[src/rtl/fb_bank_arbiter_if.sv]
// Bus bundle for fb_bank_arbiter: reader, host writer, swap control and frame-buffer RAM.
// The slave modport is the arbiter's view; the master modport is the surrounding system's view.
interface fb_bank_arbiter_if #(
  parameter int ADDR_W = 11,
  parameter int DATA_W = 12
);
  logic              rd_req;
  logic [ADDR_W-1:0] rd_addr;
  logic              rd_gnt;
  logic              rd_valid;
  logic [DATA_W-1:0] rd_data;
  logic              wr_req;
  logic [ADDR_W-1:0] wr_addr;
  logic [DATA_W-1:0] wr_data;
  logic              wr_ack;
  logic              swap_req;
  logic              frame_end;
  logic              swap_done;
  logic              disp_bank;
  logic              swap_pend;
  logic              busy;
  logic [ADDR_W:0]   mem_addr;
  logic              mem_we;
  logic [DATA_W-1:0] mem_wdata;
  logic [DATA_W-1:0] mem_rdata;

  modport slave (
    input  rd_req, rd_addr, wr_req, wr_addr, wr_data, swap_req, frame_end, mem_rdata,
    output rd_gnt, rd_valid, rd_data, wr_ack, swap_done, disp_bank, swap_pend, busy,
           mem_addr, mem_we, mem_wdata
  );

  modport master (
    output rd_req, rd_addr, wr_req, wr_addr, wr_data, swap_req, frame_end, mem_rdata,
    input  rd_gnt, rd_valid, rd_data, wr_ack, swap_done, disp_bank, swap_pend, busy,
           mem_addr, mem_we, mem_wdata
  );
endinterface

[src/rtl/fb_bank_arbiter.sv]
// Double-buffered frame-buffer arbiter: reader on the display bank, host writes to the back bank,
// tear-free swap at frame_end. Define FB_CLEAR_EN for a zero-fill sweep of the RAM after reset.
module fb_bank_arbiter #(
  parameter int ADDR_W     = 11,
  parameter int DATA_W     = 12,
  parameter int STARVE_MAX = 8
) (
  input  logic            clk,
  input  logic            rst,
  fb_bank_arbiter_if.slave bus
);
  localparam int CNT_W = $clog2(STARVE_MAX + 1);

  typedef enum logic [1:0] {
    IDLE = 2'd0,
    PEND = 2'd1,
    SWAP = 2'd2
  } swap_state_e;

  swap_state_e       state_r;
  swap_state_e       state_s;
  logic              disp_bank_r;
  logic              rd_valid_r;
  logic [CNT_W-1:0]  starve_r;
  logic [ADDR_W:0]   addr_r;
  logic [DATA_W-1:0] wdata_r;
  logic              busy_s;
  logic [ADDR_W:0]   clr_addr_s;
  logic              active_s;
  logic              starve_full_s;
  logic              wr_win_s;
  logic              rd_gnt_s;
  logic [ADDR_W:0]   mem_addr_s;
  logic              mem_we_s;
  logic [DATA_W-1:0] mem_wdata_s;

`ifdef FB_CLEAR_EN
  logic            clr_active_r;
  logic [ADDR_W:0] clr_addr_r;

  // Zero-fill sweep over both banks, one address per cycle, starting on reset release.
  always_ff @(posedge clk or negedge rst) begin
    if (!rst) begin
      clr_active_r <= 1'b1;
      clr_addr_r   <= '0;
    end else if (clr_active_r) begin
      clr_addr_r <= clr_addr_r + {{ADDR_W{1'b0}}, 1'b1};
      if (&clr_addr_r) begin
        clr_active_r <= 1'b0;
      end
    end
  end

  assign busy_s     = clr_active_r;
  assign clr_addr_s = clr_addr_r;
`else
  assign busy_s     = 1'b0;
  assign clr_addr_s = '0;
`endif

  // Grants are combinational, so they are also gated by reset to keep the RAM quiet while held.
  assign active_s = rst & ~busy_s;

  // One RAM access per cycle: reader by default, writer when the reader is idle or starved.
  always_comb begin
    starve_full_s = (starve_r == CNT_W'(STARVE_MAX));
    wr_win_s      = active_s && bus.wr_req && (!bus.rd_req || starve_full_s);
    rd_gnt_s      = active_s && bus.rd_req && !wr_win_s;
    mem_addr_s    = addr_r;
    mem_we_s      = 1'b0;
    mem_wdata_s   = wdata_r;
    if (busy_s) begin
      mem_addr_s  = clr_addr_s;
      mem_we_s    = 1'b1;
      mem_wdata_s = '0;
    end else if (wr_win_s) begin
      mem_addr_s  = {~disp_bank_r, bus.wr_addr};
      mem_we_s    = 1'b1;
      mem_wdata_s = bus.wr_data;
    end else if (rd_gnt_s) begin
      mem_addr_s  = {disp_bank_r, bus.rd_addr};
    end else begin
      mem_we_s    = 1'b0;
    end
  end

  // Datapath state: held RAM address/data, read-valid pipeline and writer starvation count.
  always_ff @(posedge clk or negedge rst) begin
    if (!rst) begin
      addr_r     <= '0;
      wdata_r    <= '0;
      rd_valid_r <= 1'b0;
      starve_r   <= '0;
    end else begin
      addr_r     <= mem_addr_s;
      wdata_r    <= mem_wdata_s;
      rd_valid_r <= rd_gnt_s;
      if (!bus.wr_req || wr_win_s || busy_s) begin
        starve_r <= '0;
      end else if (!starve_full_s) begin
        starve_r <= starve_r + {{(CNT_W-1){1'b0}}, 1'b1};
      end
    end
  end

  // Swap next-state: a request waits for the panel's frame boundary; extra requests are dropped.
  always_comb begin
    state_s = state_r;
    case (state_r)
      IDLE: begin
        if (bus.swap_req && !busy_s) begin
          state_s = PEND;
        end else begin
          state_s = IDLE;
        end
      end
      PEND: begin
        if (bus.frame_end) begin
          state_s = SWAP;
        end else begin
          state_s = PEND;
        end
      end
      SWAP:    state_s = IDLE;
      default: state_s = IDLE;
    endcase
  end

  // Swap state register; the displayed bank flips at the end of the frame_end cycle.
  always_ff @(posedge clk or negedge rst) begin
    if (!rst) begin
      state_r     <= IDLE;
      disp_bank_r <= 1'b0;
    end else begin
      state_r     <= state_s;
      disp_bank_r <= disp_bank_r ^ ((state_r == PEND) && bus.frame_end);
    end
  end

  assign bus.rd_gnt    = rd_gnt_s;
  assign bus.wr_ack    = wr_win_s;
  assign bus.rd_valid  = rd_valid_r;
  assign bus.rd_data   = bus.mem_rdata;
  assign bus.mem_addr  = mem_addr_s;
  assign bus.mem_we    = mem_we_s;
  assign bus.mem_wdata = mem_wdata_s;
  assign bus.disp_bank = disp_bank_r;
  assign bus.swap_pend = (state_r != IDLE);
  assign bus.swap_done = (state_r == SWAP);
  assign bus.busy      = busy_s;
endmodule

[src/flat_wrapper.sv]
// flat-port wrapper written by rule: the top's interface ports become plain ports
module fb_bank_arbiter_flat 
#(
  parameter int ADDR_W     = 11,
  parameter int DATA_W     = 12,
  parameter int STARVE_MAX = 8
)
  (clk, rst, bus_rd_req, bus_rd_addr, bus_wr_req, bus_wr_addr, bus_wr_data, bus_swap_req, bus_frame_end, bus_mem_rdata, bus_rd_gnt, bus_rd_valid, bus_rd_data, bus_wr_ack, bus_swap_done, bus_disp_bank, bus_swap_pend, bus_busy, bus_mem_addr, bus_mem_we, bus_mem_wdata);
  fb_bank_arbiter_if #(.ADDR_W(ADDR_W), .DATA_W(DATA_W)) bus_i ();
  input  logic clk;
  input  logic rst;
  input wire logic [$bits(bus_i.rd_req)-1:0] bus_rd_req;
  input wire logic [$bits(bus_i.rd_addr)-1:0] bus_rd_addr;
  input wire logic [$bits(bus_i.wr_req)-1:0] bus_wr_req;
  input wire logic [$bits(bus_i.wr_addr)-1:0] bus_wr_addr;
  input wire logic [$bits(bus_i.wr_data)-1:0] bus_wr_data;
  input wire logic [$bits(bus_i.swap_req)-1:0] bus_swap_req;
  input wire logic [$bits(bus_i.frame_end)-1:0] bus_frame_end;
  input wire logic [$bits(bus_i.mem_rdata)-1:0] bus_mem_rdata;
  output wire logic [$bits(bus_i.rd_gnt)-1:0] bus_rd_gnt;
  output wire logic [$bits(bus_i.rd_valid)-1:0] bus_rd_valid;
  output wire logic [$bits(bus_i.rd_data)-1:0] bus_rd_data;
  output wire logic [$bits(bus_i.wr_ack)-1:0] bus_wr_ack;
  output wire logic [$bits(bus_i.swap_done)-1:0] bus_swap_done;
  output wire logic [$bits(bus_i.disp_bank)-1:0] bus_disp_bank;
  output wire logic [$bits(bus_i.swap_pend)-1:0] bus_swap_pend;
  output wire logic [$bits(bus_i.busy)-1:0] bus_busy;
  output wire logic [$bits(bus_i.mem_addr)-1:0] bus_mem_addr;
  output wire logic [$bits(bus_i.mem_we)-1:0] bus_mem_we;
  output wire logic [$bits(bus_i.mem_wdata)-1:0] bus_mem_wdata;
  assign bus_i.rd_req = bus_rd_req;
  assign bus_i.rd_addr = bus_rd_addr;
  assign bus_i.wr_req = bus_wr_req;
  assign bus_i.wr_addr = bus_wr_addr;
  assign bus_i.wr_data = bus_wr_data;
  assign bus_i.swap_req = bus_swap_req;
  assign bus_i.frame_end = bus_frame_end;
  assign bus_i.mem_rdata = bus_mem_rdata;
  assign bus_rd_gnt = bus_i.rd_gnt;
  assign bus_rd_valid = bus_i.rd_valid;
  assign bus_rd_data = bus_i.rd_data;
  assign bus_wr_ack = bus_i.wr_ack;
  assign bus_swap_done = bus_i.swap_done;
  assign bus_disp_bank = bus_i.disp_bank;
  assign bus_swap_pend = bus_i.swap_pend;
  assign bus_busy = bus_i.busy;
  assign bus_mem_addr = bus_i.mem_addr;
  assign bus_mem_we = bus_i.mem_we;
  assign bus_mem_wdata = bus_i.mem_wdata;
  fb_bank_arbiter #(.ADDR_W(ADDR_W), .DATA_W(DATA_W), .STARVE_MAX(STARVE_MAX)) u_core (.clk(clk), .rst(rst), .bus(bus_i));
endmodule
[config.mk]
export PLATFORM = sky130hd
export DESIGN_NAME = fb_bank_arbiter_flat
export DESIGN_NICKNAME = d
export VERILOG_FILES = /design/src/rtl/fb_bank_arbiter_if.sv /design/src/rtl/fb_bank_arbiter.sv /design/src/flat_wrapper.sv
export SDC_FILE = /design/constraint.sdc
export NUM_CORES = 1
export LEC_CHECK = 0
export CAP_MARGIN = 0
export CORE_MARGIN = 2
export CORE_UTILIZATION = 35
export DETAILED_ROUTE_END_ITERATION = 7
export PLACE_DENSITY_LB_ADDON = 0.3
export SYNTH_ARGS = -nofsm -noshare
export SYNTH_HDL_FRONTEND = slang
export SYNTH_SLANG_ARGS = --single-unit
[constraint.sdc]
create_clock -name clk -period 4.52 [get_ports clk]
set_input_delay 0.904 -clock clk [delete_from_list [all_inputs] [get_ports clk]]
set_output_delay 0.904 -clock clk [all_outputs]
set_load 0.01 [all_outputs]
==> results.md, run 1 <==
* Setup_tns at 0 ns
* Synth top area share at 49.38%
* Drc violations at 0
* Die Ht at 72.07 µm
* Seq/Total Area, Yosys at 49.38%
* Post-route ant nets at 0
* Slew Viols, Final at 0
* Vias in the first global route at 1197
* XOR/XNOR share of the synthesized area at 2.160%
* Post-DP HPWL at 2588 µm
* Fin crit period at 3.920 ns
* Initial antenna violation count at 0
* CP arrival at 3.02 ns
* Status: completed
* Via/cell ratio at 4.619
* Drt first-iter violations at 32
* Cell Rows at 24
* Reg2reg setup slack at 2.63 ns
* Commonest cells after routing, fill and taps aside: clkdlybuf4s50_1, dfrtp_1, mux2_2, mux2_4, clkbuf_8
* Clk root buf: clkbuf_8
* Req. time, crit path at 3.62 ns
* PwrDens at 364.9 nW/µm²
* Leakage at 1.034 nW
* Width of the die at 72.07 µm
* Layout cells sized above 1 at 26.26%
* Crit. Startpoint: bus_wr_req
* CTS max path bufs at 2
* CP dominant cell by count: clkdlybuf4s50_1
* Final hold violations at 0
* Total Power at 0.8570 mW
* CTS buffer count at 5
* Final wirelength at 3449 µm
* Synthesized area at 1622 µm²
* Synth Register Bits at 32
* Adder-Cell Fraction of Synth Area at 1.543%
* CP max stage delay at 0.59 ns
* Maximum vdd ir drop at 0.2065 mV
* Post-DP Area at 2258 µm²
* Crit-path slowest cell: clkdlybuf4s50_1
* CTS tree: done
* RSZ-0062 raised after global routing: no
* Final setup fails at 0
* Hold Crit Class: reg2reg
* Critical path class: in2out
* Period utilization at 86.72%
* Critical path endpoint category: output pin
* Initial core utilization at 36.73%
* Setup WS pre-CTS at 0.5842 ns
* Top cells by area, synth: dfrtp_1, mux2_2, mux2_4
* Clk sinks at 32
* Tot GR Track Use at 14.10%
* Average size of a mapped cell at 13.86 µm²
* Antenna Cells at 0
* Most common cell after layout, fill and taps aside: clkdlybuf4s50_1
* H-tree Lvls at 2
* Synth Area in Simple Gates at 7.176%
* I/O Buffers at 70
* FF-to-FF End: u_core.wdata_r[5]$_DFF_PN0_
* R2R cell count at 6
* Final WS setup at 0.6001 ns
* Max Clk Rate at 255.1 MHz
* DR WL/cell at 14.93 µm
* YS warnings at 0
* First-pass DRT Iterations at 4
* Final instance area at 2349 µm²
* Clock transition at path regs at 0.06 ns
* Post-route insts no fill at 231
* Dominant cell type by area after synthesis: dfrtp_1
* I/O pin count at 96
* Gr ovfl total at 0
* Cells along the critical path: clkdlybuf4s50_1 > nand2_1 > a21oi_4 > buf_4 > mux2_2 > clkdlybuf4s50_1
* Critical Path Sink: bus_mem_addr[5]
* DR vias at 1067
* Fin Hold WS at 0.4634 ns
* Syn Nets at 171
* # placed instances at 223
* Die ar. at 5193 µm²
* First-pass GRT wire length at 5575 µm
* Reg2reg start: u_core.starve_r[0]$_DFFE_PN0P_
* Core area at 4414 µm²
* Hold_buf cts at 0
* Post-synthesis compound-gate area fraction at 1.929%
* Main combinational cell family by area after synthesis: multiplexers
* Critical Path Source Type: input pin
* Layout Area Growth over Synthesis at 44.83%
* Pin count of the biggest net entering global routing at 31
* Gp weighted congestion at 0.7600
* Worst Skew at 0.006934 ns
* Maxcap violations at 0
* Cell variety after synth at 25
* CTS resizes at 0
* Mux cell area share after synthesis at 27.85%
* Layout Utilization at 53.20%
* Crit-path max FO at 30
* Postcts setup bufs at 0
* Layout Nets at 232
* Worst-Skew Late Latency at 0.28 ns
* Mapped Cells at 117
-- logic make-up (layout without fill, tap and decap cells) --
logic type | count (synthesis) | after routing
adder cells (fa/ha/maj) | 2 | 2
other | 1 | 1
multiplexers | 36 | 36
buffers and inverters | 21 | 83
flip-flops | 32 | 32
XOR/XNOR | 4 | 4
AO/OA/AOI/OAI | 4 | 4
AND/OR/NAND/NOR | 17 | 17
-- metal layers --
| layer | global-route usage, % | vias up | part of all wire (%) |
|---|---|---|---|
| met5 | 0 | - | 0 |
| met2 | 24.06 | 46 | 52 |
| met3 | 4.583 | 0 | 6.5 |
| met1 | 16.53 | 516 | 42 |
| li1 | - | 505 | - |
| met4 | 5.241 | 0 | 0 |
-- worst min path at each step --
stage / startpoint / to / slack (ns) / cells past startpoint
6_report: u_core.state_r[1]$_DFF_PN0_ / u_core.state_r[0]$_DFF_PN0_ / 0.46 / 1
5_1_grt: u_core.state_r[1]$_DFF_PN0_ / u_core.state_r[0]$_DFF_PN0_ / 0.49 / 1
4_1_cts: u_core.state_r[1]$_DFF_PN0_ / u_core.state_r[0]$_DFF_PN0_ / 0.47 / 1
3_5_place_dp: u_core.state_r[1]$_DFF_PN0_ / u_core.state_r[0]$_DFF_PN0_ / 0.46 / 1
3_3_place_gp: u_core.state_r[1]$_DFF_PN0_ / u_core.state_r[0]$_DFF_PN0_ / 0.44 / 1
2_1_floorplan: u_core.state_r[1]$_DFF_PN0_ / u_core.state_r[0]$_DFF_PN0_ / 0.43 / 1
-- cell usage after synthesis, drive strengths merged --
| library cell | n |
|---|---|
| a21oi | 1 |
| a41oi | 1 |
| and4b | 2 |
| buf | 18 |
| conb | 1 |
| dfrtp | 32 |
| ha | 2 |
| inv | 3 |
| mux2 | 34 |
| mux2i | 2 |
| nand2 | 4 |
| nand3 | 1 |
| nand3b | 2 |
| nor2 | 3 |
| nor2b | 1 |
| nor3b | 3 |
| o21a | 1 |
| o22ai | 1 |
| or2 | 1 |
| xnor2 | 1 |
| xor2 | 3 |
-- power breakdown --
part	switching (mW)	total (mW)	internal, mW
clock	0.0961	0.220	0.124
sequential	0.0220	0.358	0.336
combinational	0.0980	0.279	0.181
-- sequential cells by signal, summed over array words and instances, names as in the netlist --
name	count
u_core.addr_r	12
u_core.bus.disp_bank	1
u_core.bus.rd_valid	1
u_core.starve_r	4
u_core.state_r	2
u_core.wdata_r	12
-- worst max-delay path, delay by kind of cell --
kind / cells / cell delay (ns)
compound gates: 1 / 0.12
mux: 1 / 0.40
simple gates: 1 / 0.12
buf+inv: 3 / 1.47
-- final cells by class --
type | instances | area (µm²)
Fill cell | 352 | 2066
Tap cell | 52 | 65.06
Clock buffer | 8 | 90.09
Multi-Input combinational cell | 64 | 670.6
Timing Repair Buffer | 72 | 710.7
Inverter | 3 | 11.26
Sequential cell | 32 | 800.8
Power figures use the tool's default switching activity.
==> run 2, diff against run 1 <==
- ABC_CLOCK_PERIOD_IN_PS: not set -> 4520
==> results of run 2 <==
Same layout as run 1: the final DEF is identical, and so are final timing and power.
==> run 3, diff against run 2 <==
- REMOVE_ABC_BUFFERS: not set -> 1
==> run 3 against run 2 <==
  * Global-route usage is 1.4 points higher
  * Largest power group unchanged
  * Final cell count stayed put
  * Sequential power hardly changed
  * Worst hold slack better by 0.026 ns
  * Critical path depth stayed put
  * Critical endpoint unchanged
  * Clock skew is 0.0034 ns lower
  * Non-clock buffer count stayed put
  * Register-to-register slack worse by 0.12 ns
  * Largest cell class unchanged
  * Maximum frequency is 2.7% lower
  * Clock power is 24% higher
  * Sequential share of layout area is 0.48 points lower
  * Setup slack worse by 0.11 ns
==> results.md, run 3 (synthesis results as in run 1) <==
* Total Power at 0.9133 mW (+6.6%)
* CTS resizes at 0 (unchanged)
* CTS max path bufs at 2 (unchanged)
* Hold Crit Class: reg2reg
* Critical path class: in2out
* Drt first-iter violations at 22 (-31%)
* Die ar. at 5193 µm² (unchanged)
* Fill count at 368 (+4.5%)
* Clk sinks at 32 (unchanged)
* Commonest cells after routing, fill and taps aside: clkdlybuf4s50_1, dfrtp_1, mux2_2, mux2_4, clkbuf_8
* Post-DP HPWL at 2830 µm (+9.4%)
* Setup_tns at 0 ns (unchanged)
* First-pass GRT wire length at 6030 µm (+8.2%)
* Most common cell after layout, fill and taps aside: clkdlybuf4s50_1
* Layout cells sized above 1 at 27.37% (+1.1 points)
* CTS buffer count at 5 (unchanged)
* PwrDens at 383.4 nW/µm² (+5.1%)
* Final setup fails at 0 (unchanged)
* Fin Hold WS at 0.4899 ns (+0.02648 ns)
* Period utilization at 89.17% (+2.4 points)
* Layout Area Growth over Synthesis at 46.91%
* Vias in the first global route at 1260 (+5.3%)
* Clk root buf: clkbuf_8
* Pin count of the biggest net entering global routing at 36 (+16%)
* CTS tree: done
* CP dominant cell by count: clkdlybuf4s50_1
* Max Clk Rate at 248.1 MHz (-2.7%)
* Critical path endpoint category: output pin
* Drc violations at 0 (unchanged)
* Die Ht at 72.07 µm (unchanged)
* Post-DP Area at 2271 µm² (+0.55%)
* Worst Skew at 0.003573 ns (-0.003361 ns)
* Fin crit period at 4.031 ns (+0.1106 ns)
* Cells along the critical path: clkdlybuf4s50_1 > nand2_1 > a21oi_4 > buf_12 > mux2_2 > clkdlybuf4s50_1
* Maximum vdd ir drop at 0.2582 mV (+25%)
* CP max stage delay at 0.60 ns (about the same)
* Cell Rows at 24 (unchanged)
* DR vias at 1115 (+4.5%)
* Final wirelength at 3820 µm (+11%)
* Clock transition at path regs at 0.07 ns (about the same)
* Reg area at 800.8 µm² (unchanged)
* RSZ-0062 raised after global routing: no
* Slew Viols, Final at 0 (unchanged)
* Gr ovfl total at 0 (unchanged)
* Gp weighted congestion at 0.7463 (-1.8%)
* DR WL/cell at 16.54 µm (+11%)
* First-pass DRT Iterations at 4 (unchanged)
* Antenna Cells at 0 (unchanged)
* CP arrival at 3.13 ns (+0.11 ns)
* Final hold violations at 0 (unchanged)
* Largest regs: u_core.addr_r x12, u_core.wdata_r x12, u_core.starve_r x4
* I/O Buffers at 70 (unchanged)
* Worst-Skew Late Latency at 0.29 ns (about the same)
* Post-route ant nets at 0 (unchanged)
* H-tree Lvls at 2 (unchanged)
* I/O pin count at 96 (unchanged)
* Status: completed
* Crit-path max FO at 19 (-37%)
* Final instance area at 2382 µm² (+1.4%)
* Initial antenna violation count at 0 (unchanged)
* Hold_buf cts at 0 (unchanged)
* Core area at 4414 µm² (unchanged)
* Leakage at 1.046 nW (+1.1%)
* Critical Path Source Type: input pin
* Crit-path slowest cell: clkdlybuf4s50_1
* Via/cell ratio at 4.827 (+4.5%)
* Maxcap violations at 0 (unchanged)
* Postcts setup bufs at 0 (unchanged)
* Width of the die at 72.07 µm (unchanged)
* Area of the multi-input gates at 670.6 µm² (unchanged)
* Initial core utilization at 36.73% (unchanged)
* Req. time, crit path at 3.62 ns (about the same)
* Layout Nets at 232 (unchanged)
* Tot GR Track Use at 15.46% (+1.4 points)
==> run 3: changes by cell type in the layout (fill, tap and decap cells not counted), sizes merged <==
cell,previous run,this run
clkbuf,8,5
clkinvlp,0,1
bufinv,0,1
clkinv,0,1
==> run 3: path summary, 6_finish.rpt <==
check                      slack, ns  cells after the start                     endpoint                           start
setup / recovery                0.49                      6              bus_mem_addr[5]                      bus_wr_req
hold / removal                  0.49                      1  u_core.state_r[0]$_DFF_PN0_     u_core.state_r[1]$_DFF_PN0_
setup reg to reg                2.51                      6   u_core.addr_r[5]$_DFF_PN0_  u_core.starve_r[0]$_DFFE_PN0P_
hold reg to reg                 0.49                      1  u_core.state_r[0]$_DFF_PN0_     u_core.state_r[1]$_DFF_PN0_
max in group asynchronous       3.52                      2   u_core.addr_r[1]$_DFF_PN0_                             rst
min in group asynchronous       0.69                      2   u_core.addr_r[6]$_DFF_PN0_                             rst
==> run 3: power breakdown <==
part,switching [mW],internal (mW),total (mW)
combinational,0.0996,0.182,0.281
sequential,0.0229,0.336,0.359
clock,0.110,0.163,0.273
total,0.233,0.681,0.913
==> run 3: area by class of cell <==
type / count / area share (%)
timing repair buffer: 72 / 30.36
clock buffer: 5 / 2.889
tap: 52 / 2.731
inverter: 3 / 0.4727
sequential: 32 / 33.61
multi-input combinational: 64 / 28.15
clock inverter: 3 / 1.786
==> run 3: stage by stage <==
step | utilization (%) | setup WS [ns] | cells
after floorplan | - | 1.225 | 99
after global placement | 51.45 | 0.5570 | 223
after global routing | 53.97 | 0.3602 | 231
after CTS | 53.97 | 0.4730 | 231
after detailed placement | 51.45 | 0.4857 | 223
final | 53.97 | 0.4894 | 231
==> run 3: layer usage <==
layer | vias up | track usage (%) | share of wire (%)
li1 | 507 | - | -
met5 | - | 0 | 0
met4 | 0 | 7.547 | 2.1
met3 | 9 | 8.194 | 11
met1 | 539 | 17.35 | 39
met2 | 60 | 24.06 | 47
==> run 3: critical path, delay by kind of cell <==
| family | cells | cell delay [ns] |
|---|---|---|
| AND/OR/NAND/NOR | 1 | 0.13 |
| buffers and inverters | 3 | 1.31 |
| AO/OA/AOI/OAI | 1 | 0.41 |
| multiplexers | 1 | 0.37 |
